## src/rtl/cla_byte_stream_sequencer.sv

```systemverilog
// Byte-serial sequencer for an external 8-bit carry-lookahead adder.
// Feeds operand bytes (LSB first) and the chained carry to the adder
// combinationally, then registers the adder result into a single-entry
// output stage with valid/ready handshaking on both sides.
module cla_byte_stream_sequencer #(
  parameter int unsigned MAX_BYTES = 4
) (
  input  logic       clk,
  input  logic       rst_n,
  input  logic       in_valid,
  output logic       in_ready,
  input  logic [7:0] in_a,
  input  logic [7:0] in_b,
  input  logic       in_last,
  output logic [7:0] add_a,
  output logic [7:0] add_b,
  output logic       add_cin,
  input  logic [7:0] add_sum,
  input  logic       add_cout,
  output logic       out_valid,
  input  logic       out_ready,
  output logic [7:0] out_sum,
  output logic       out_cout,
  output logic       out_last,
  output logic       out_ovf,
  output logic       out_trunc,
  output logic [7:0] word_count
);

  // Index of the last permitted byte in a word.
  localparam logic [7:0] LAST_IDX = 8'(MAX_BYTES - 1);

  logic       acc;
  logic       at_max;
  logic       word_end;

  logic       carry_q,      carry_d;
  logic [7:0] idx_q,        idx_d;
  logic       out_valid_q,  out_valid_d;
  logic [7:0] out_sum_q,    out_sum_d;
  logic       out_cout_q,   out_cout_d;
  logic       out_last_q,   out_last_d;
  logic       out_ovf_q,    out_ovf_d;
  logic       out_trunc_q,  out_trunc_d;
  logic [7:0] word_count_q, word_count_d;

  // Handshake, word-end detection and adder drive.
  always_comb begin
    in_ready = ~out_valid_q | out_ready;
    acc      = in_valid & in_ready;
    at_max   = (idx_q == LAST_IDX);
    word_end = in_last | at_max;
    add_a    = in_a;
    add_b    = in_b;
    add_cin  = carry_q;
  end

  // Next-state for carry chain, byte index, output stage and word counter.
  always_comb begin
    carry_d      = carry_q;
    idx_d        = idx_q;
    out_sum_d    = out_sum_q;
    out_cout_d   = out_cout_q;
    out_last_d   = out_last_q;
    out_ovf_d    = out_ovf_q;
    out_trunc_d  = out_trunc_q;
    word_count_d = word_count_q;
    out_valid_d  = out_valid_q;

    if (acc) begin
      carry_d     = word_end ? 1'b0 : add_cout;
      idx_d       = word_end ? '0 : idx_q + 8'd1;
      out_sum_d   = add_sum;
      out_cout_d  = add_cout;
      out_last_d  = word_end;
      out_trunc_d = at_max & ~in_last;
      out_ovf_d   = word_end & (in_a[7] ~^ in_b[7]) & (add_sum[7] ^ in_a[7]);
      out_valid_d = 1'b1;
      if (word_end) word_count_d = word_count_q + 8'd1;
    end else if (out_ready) begin
      out_valid_d = 1'b0;
    end
  end

  // State registers with synchronous active-low reset.
  always_ff @(posedge clk) begin
    if (!rst_n) begin
      carry_q      <= 1'b0;
      idx_q        <= '0;
      out_valid_q  <= 1'b0;
      out_sum_q    <= '0;
      out_cout_q   <= 1'b0;
      out_last_q   <= 1'b0;
      out_ovf_q    <= 1'b0;
      out_trunc_q  <= 1'b0;
      word_count_q <= '0;
    end else begin
      carry_q      <= carry_d;
      idx_q        <= idx_d;
      out_valid_q  <= out_valid_d;
      out_sum_q    <= out_sum_d;
      out_cout_q   <= out_cout_d;
      out_last_q   <= out_last_d;
      out_ovf_q    <= out_ovf_d;
      out_trunc_q  <= out_trunc_d;
      word_count_q <= word_count_d;
    end
  end

  assign out_valid  = out_valid_q;
  assign out_sum    = out_sum_q;
  assign out_cout   = out_cout_q;
  assign out_last   = out_last_q;
  assign out_ovf    = out_ovf_q;
  assign out_trunc  = out_trunc_q;
  assign word_count = word_count_q;

endmodule

```

## config.mk

```make
export PLATFORM = sky130hd
export DESIGN_NAME = cla_byte_stream_sequencer
export DESIGN_NICKNAME = d
export VERILOG_FILES = /design/src/rtl/cla_byte_stream_sequencer.sv
export SDC_FILE = /design/constraint.sdc
export NUM_CORES = 1
export LEC_CHECK = 0
export CAP_MARGIN = 20
export CORE_MARGIN = 2
export CORE_UTILIZATION = 36
export DETAILED_ROUTE_END_ITERATION = 7
export PLACE_DENSITY = 0.75
export SETUP_SLACK_MARGIN = 0.2
export SLEW_MARGIN = 30
export SYNTH_ARGS = -nofsm -noshare
export SYNTH_HDL_FRONTEND = slang
export SYNTH_SLANG_ARGS = --single-unit
```

## constraint.sdc

```tcl
create_clock -name clk -period 1.7 [get_ports clk]
set_input_delay 0.34 -clock clk [delete_from_list [all_inputs] [get_ports clk]]
set_output_delay 0.34 -clock clk [all_outputs]
set_load 0.005 [all_outputs]
```

Yosys cells after proc, flatten, opt, wreduce, memory -nomap -nowiden
Cells that the tools add are included.

Multiplexer cells: 4. Reduce and logical (&&, ||, !) cells: 2. Equal/unequal tests: 1. Bitwise logic cells: 10. Order comparisons: 0. Div/mod/pow operators: 0. Add/subtract/negate cells: 2. Shift operators: 0. Multiply operators: 0.

Operator list (count): 8-bit by 1-bit adder with 8-bit output, second input constant (2); 8-bit by 2-bit equality test with 1-bit output, second input constant (1); 8-bit two-way mux (1); 1-bit bitwise AND (4); 1-bit two-way mux (3); 1-bit NOT (2); 1-bit bitwise OR (2); 2-bit AND reduction (1); 2-bit nonzero test (1); 1-bit XNOR (1); 1-bit XOR (1).

Input port bits: 30. Output and inout bits: 39. Memories: 0. Bits in writable memories: 0. Bits in registers: 30. ROM bits: 0. Word-level logic and storage cells: 28. Latch bits: 0.

Longest topological paths before layout
Depth after elaboration: 4. Mapped depth: 7. Gate-level depth less buffers: 5.

Worst setup path before layout
OpenSTA, ideal clock, no wires.

Path kind: register to register. Start: register idx_q[0]. End: register word_count_q[6], in the netlist word_count[6]. Cell stages (with the launch flop): 7. Buffers on the path: 1. Arrival: 1559 ps. Setup time: 70 ps. Path slack: 70 ps. Data required time: 1630 ps. Period minus slack after synthesis: 1630 ps. Path through: dfxtp_1 ha_1 nor4b_4 a21oi_2 buf_6 or4_1 a21oi_1.

Word-level cells in the longest chain between the ends: 3.

Ends and longest elaborated chain: start: declaration (line 38) `logic [7:0] idx_q, idx_d;`; start signal: assignment (line 99) `idx_q <= idx_d;`; 8-bit by 2-bit equality test with 1-bit output (line 51) `at_max = (idx_q == LAST_IDX);`; 1-bit bitwise OR (line 52) `word_end = in_last | at_max;`; 2-bit AND reduction (no source line); end signal: assignment (line 106) `word_count_q <= word_count_d;`; end: declaration (line 45) `logic [7:0] word_count_q, word_count_d;`.

Every way passes these cells. A chain may end at the register's enable or synchronous reset.

Worst setup path in the final report
Start: register idx_q[1]. End: register word_count_q[3], in the netlist word_count[3].

The elaborated chain is that of the path after synthesis.

==> metrics.csv <==
stage,metric,value,unit
outcome,status,completed,
floorplan,Horiz. Die Dim,67.0,um
layout,share of cells above drive strength 1,29.2,%
layout,ANT cells,0,
global_routing,initial antenna violation count,0,
sta,Slew @ Worst Pin,253,ps
run,max cap viols,0,
power,leakage,0.897,nW
yosys,post-synthesis cell type count,32,
sta,Final Skew,4.93,ps
hold_path,"Endpoint, Worst Hold",out_cout,
floorplan,Initial Util,38.2,%
clock_network,H-tree depth,2,
place,Area after DPL,1850,um2
hold_path,Hold Crit Depth,2,
worst_setup_path,"critical path fanouts, max",7,
yosys,synth top area cells,"dfxtp_1, buf_4, nand2_1, a21oi_1, xor2_1",
detailed_routing,DR vias,1298,
yosys,post-synth top area share,42.0,%
global_routing,met3 Usage GRT,6.08,%
detailed_routing,Detailed Route WL,3330,um
worst_setup_path,launch point of the worst reg-to-reg path,idx_q[1],
place,hpwl dp,2090,um
detailed_routing,via/cell ratio,4.92,
yosys,Main synth FF type,dfxtp_1,
hold_path,Worst Hold Class,reg2reg,
yosys,Commonest cells post-synth,"dfxtp_1, nand2_1, a21oi_1",
layout,nets@finish,247,
place,placer congestion estimate,0.779,
power,Pwr Total,1.57,mW
place,DP Cell Count,246,
clock_network,Post-CTS Hold Buffers,0,
sta,Final period util,94.2,%
clock_network,CTS max path bufs,2,
sta,RSZ-0062 raised after global routing,yes,
clock_network,worst-skew pair later-pin latency,290,ps
floorplan,Die Y,67.0,um
global_routing,grt peak-use layer,met2,
sta,highest clock rate,0.624,GHz
sta,Final WS setup,98.1,ps
sta,hold_ws,457,ps
yosys,Synth Cell Area,1430,um2
detailed_routing,# DRC,0,
layout,final instance area,2150,um2
worst_setup_path,Reg2Reg Depth,6,
yosys,register area share after synthesis,42.0,%
yosys,"area leader, netlist",dfxtp_1,
global_routing,GRT met2 Usage,24.4,%
detailed_routing,detail-routed net length per standard cell,12.6,um
yosys,most frequent cell after synthesis,dfxtp_1,
worst_setup_path,r2r setup slk,100,ps
worst_setup_path,crit path DAT,1830,ps
yosys,"flops & latches, synth",30,
detailed_routing,number of DRC markers in iteration 0,63,
worst_setup_path,critical path class,reg2reg,
power,VDD IR max,415,uV
sta,Max Slew Vio Count,0,
yosys,Synth Instances,171,
hold_path,hold wc startpoint,out_cout,
yosys,asr flop ratio synth,0,%
worst_setup_path,Crit path required time,1930,ps
floorplan,core area,3740,um2
global_routing,global route overflow,0,
floorplan,Ports,69,
place,pre-CTS WS,-201,ps
power,PD cells,731,nW/um2
worst_setup_path,Critical Path Source Type,register,
yosys,syn_nets,203,
sta,minimum clock period,1600,ps
worst_setup_path,CP endpoint kind,register,
clock_network,CTS Sinks,30,
global_routing,first-pass GRT wire length,5290,um
yosys,Post-synth EDFFs,0,
floorplan,row count,22,
yosys,syn avg cell area,8.36,um2
layout,Non-Filler Instances,264,
clock_network,clock slew at reported path FFs,60,ps
clock_network,TritonCTS clock tree,built,
sta,"Hold Vio Cnt, Final",0,
clock_network,CTS Root Cell,clkbuf_8,
global_routing,largest net degree at the start of global routing,16,
global_routing,met1 GRT Util,18.6,%
layout,P&R area growth vs syn,50.6,%
detailed_routing,TritonRoute pass-1 iters,4,
yosys,Yosys warning count,0,
floorplan,die area,4490,um2
sta,"Setup violations, final",0,
detailed_routing,Final ANT Viol Nets,0,
global_routing,vias in the first global route,1210,
global_routing,all-layer global routing usage,16.0,%
clock_network,Num CTS Buffers,5,
place,PortBufs,40,
worst_setup_path,Reg-to-Reg End,word_count[3],
sta,Relative slew margins,83.0,%
what timing repair did:
item / CTS / global route
gates resized for setup: 19 / 31
endpoints found under the setup margin: 26 / 33
setup buffers: 6 / 4
pin swaps: 15 / 8
registers in the layout (all words and copies together), names as in the netlist:
signal / count
out_valid: 1
word_count: 8
out_cout: 1
out_last: 1
add_cin: 1
out_ovf: 1
idx_q: 8
out_trunc: 1
out_sum: 8
metal layers:
layer	wire (um)	vias up
li1	-	663
met1	1490	586
met2	1480	42
met3	277	7
met4	80	0
met5	0	-
metrics by stage:
stage | utilization (%) | TNS (ps)
global route | 57.5 | -12.9
floorplan | - | 0
finish | 57.5 | 0
CTS | 54.5 | 0
detailed placement | 49.4 | -2260
global placement | 49.4 | -1770
critical path, stage by stage, from the launching register on:
cell and delay (ps):
dfxtp_2 350, ha_4 150, nor4b_4 230, a21oi_2 130, buf_6 150, or4_4 410
a21oi_2 120
cells by family after synthesis:
logic type / count (synthesis) / share of synthesized area, %
compound gates: 32 / 13.1
mux: 1 / 0.700
xor+xnor: 7 / 4.29
flops: 30 / 42.0
fa+ha+maj: 2 / 1.75
buf+inv: 30 / 12.9
simple gates: 69 / 25.3
power breakdown:
part           total [mW]  switching (mW)  internal, mW  leakage, nW
clock               0.597           0.271         0.326       0.0482
sequential          0.742          0.0159         0.726        0.250
combinational       0.236           0.102         0.134        0.599
layout make-up:
type                    instances  area, um2
flip-flops and latches         30        621
inverters                       3       11.3
clock inverters                 1       5.00
repair buffers                 64        628
clock buffers                   7       86.3
well taps                      48       60.1
multi-input cells             111        742
fillers                       352       1590
placed cells by master, fill, tap and decap left out, types with 2 or more instances in the layout:
cell type | netlist | layout
clkbuf_8 | 0 | 6
nor2_1 | 10 | 4
clkdlybuf4s50_1 | 0 | 29
nand4_1 | 5 | 5
nand3_2 | 0 | 2
dfxtp_4 | 0 | 3
o31ai_1 | 6 | 6
inv_1 | 3 | 3
or4_1 | 5 | 4
nand3_1 | 8 | 6
xor2_1 | 6 | 6
buf_4 | 16 | 16
nor2_2 | 0 | 6
a21oi_1 | 20 | 17
nand2_1 | 27 | 27
a21oi_2 | 1 | 4
dfxtp_1 | 30 | 20
dlygate4sd2_1 | 0 | 3
and2_1 | 3 | 3
dfxtp_2 | 0 | 7
and4_1 | 3 | 3
buf_6 | 1 | 7
dlymetal6s2s_1 | 0 | 7
worst max-delay path by stage:
stage	startpoint	end	slack (ps)	cells after the start
floorplan	idx_q[1]	word_count[6]	200	7
global placement	out_ready	word_count[7]	-170	6
detailed placement	out_ready	word_count[7]	-200	6
CTS	idx_q[0]	word_count[4]	80	6
global route	idx_q[0]	word_count[6]	-6	6
finish	idx_q[1]	word_count[3]	100	6
Power figures use the tool's default switching activity.
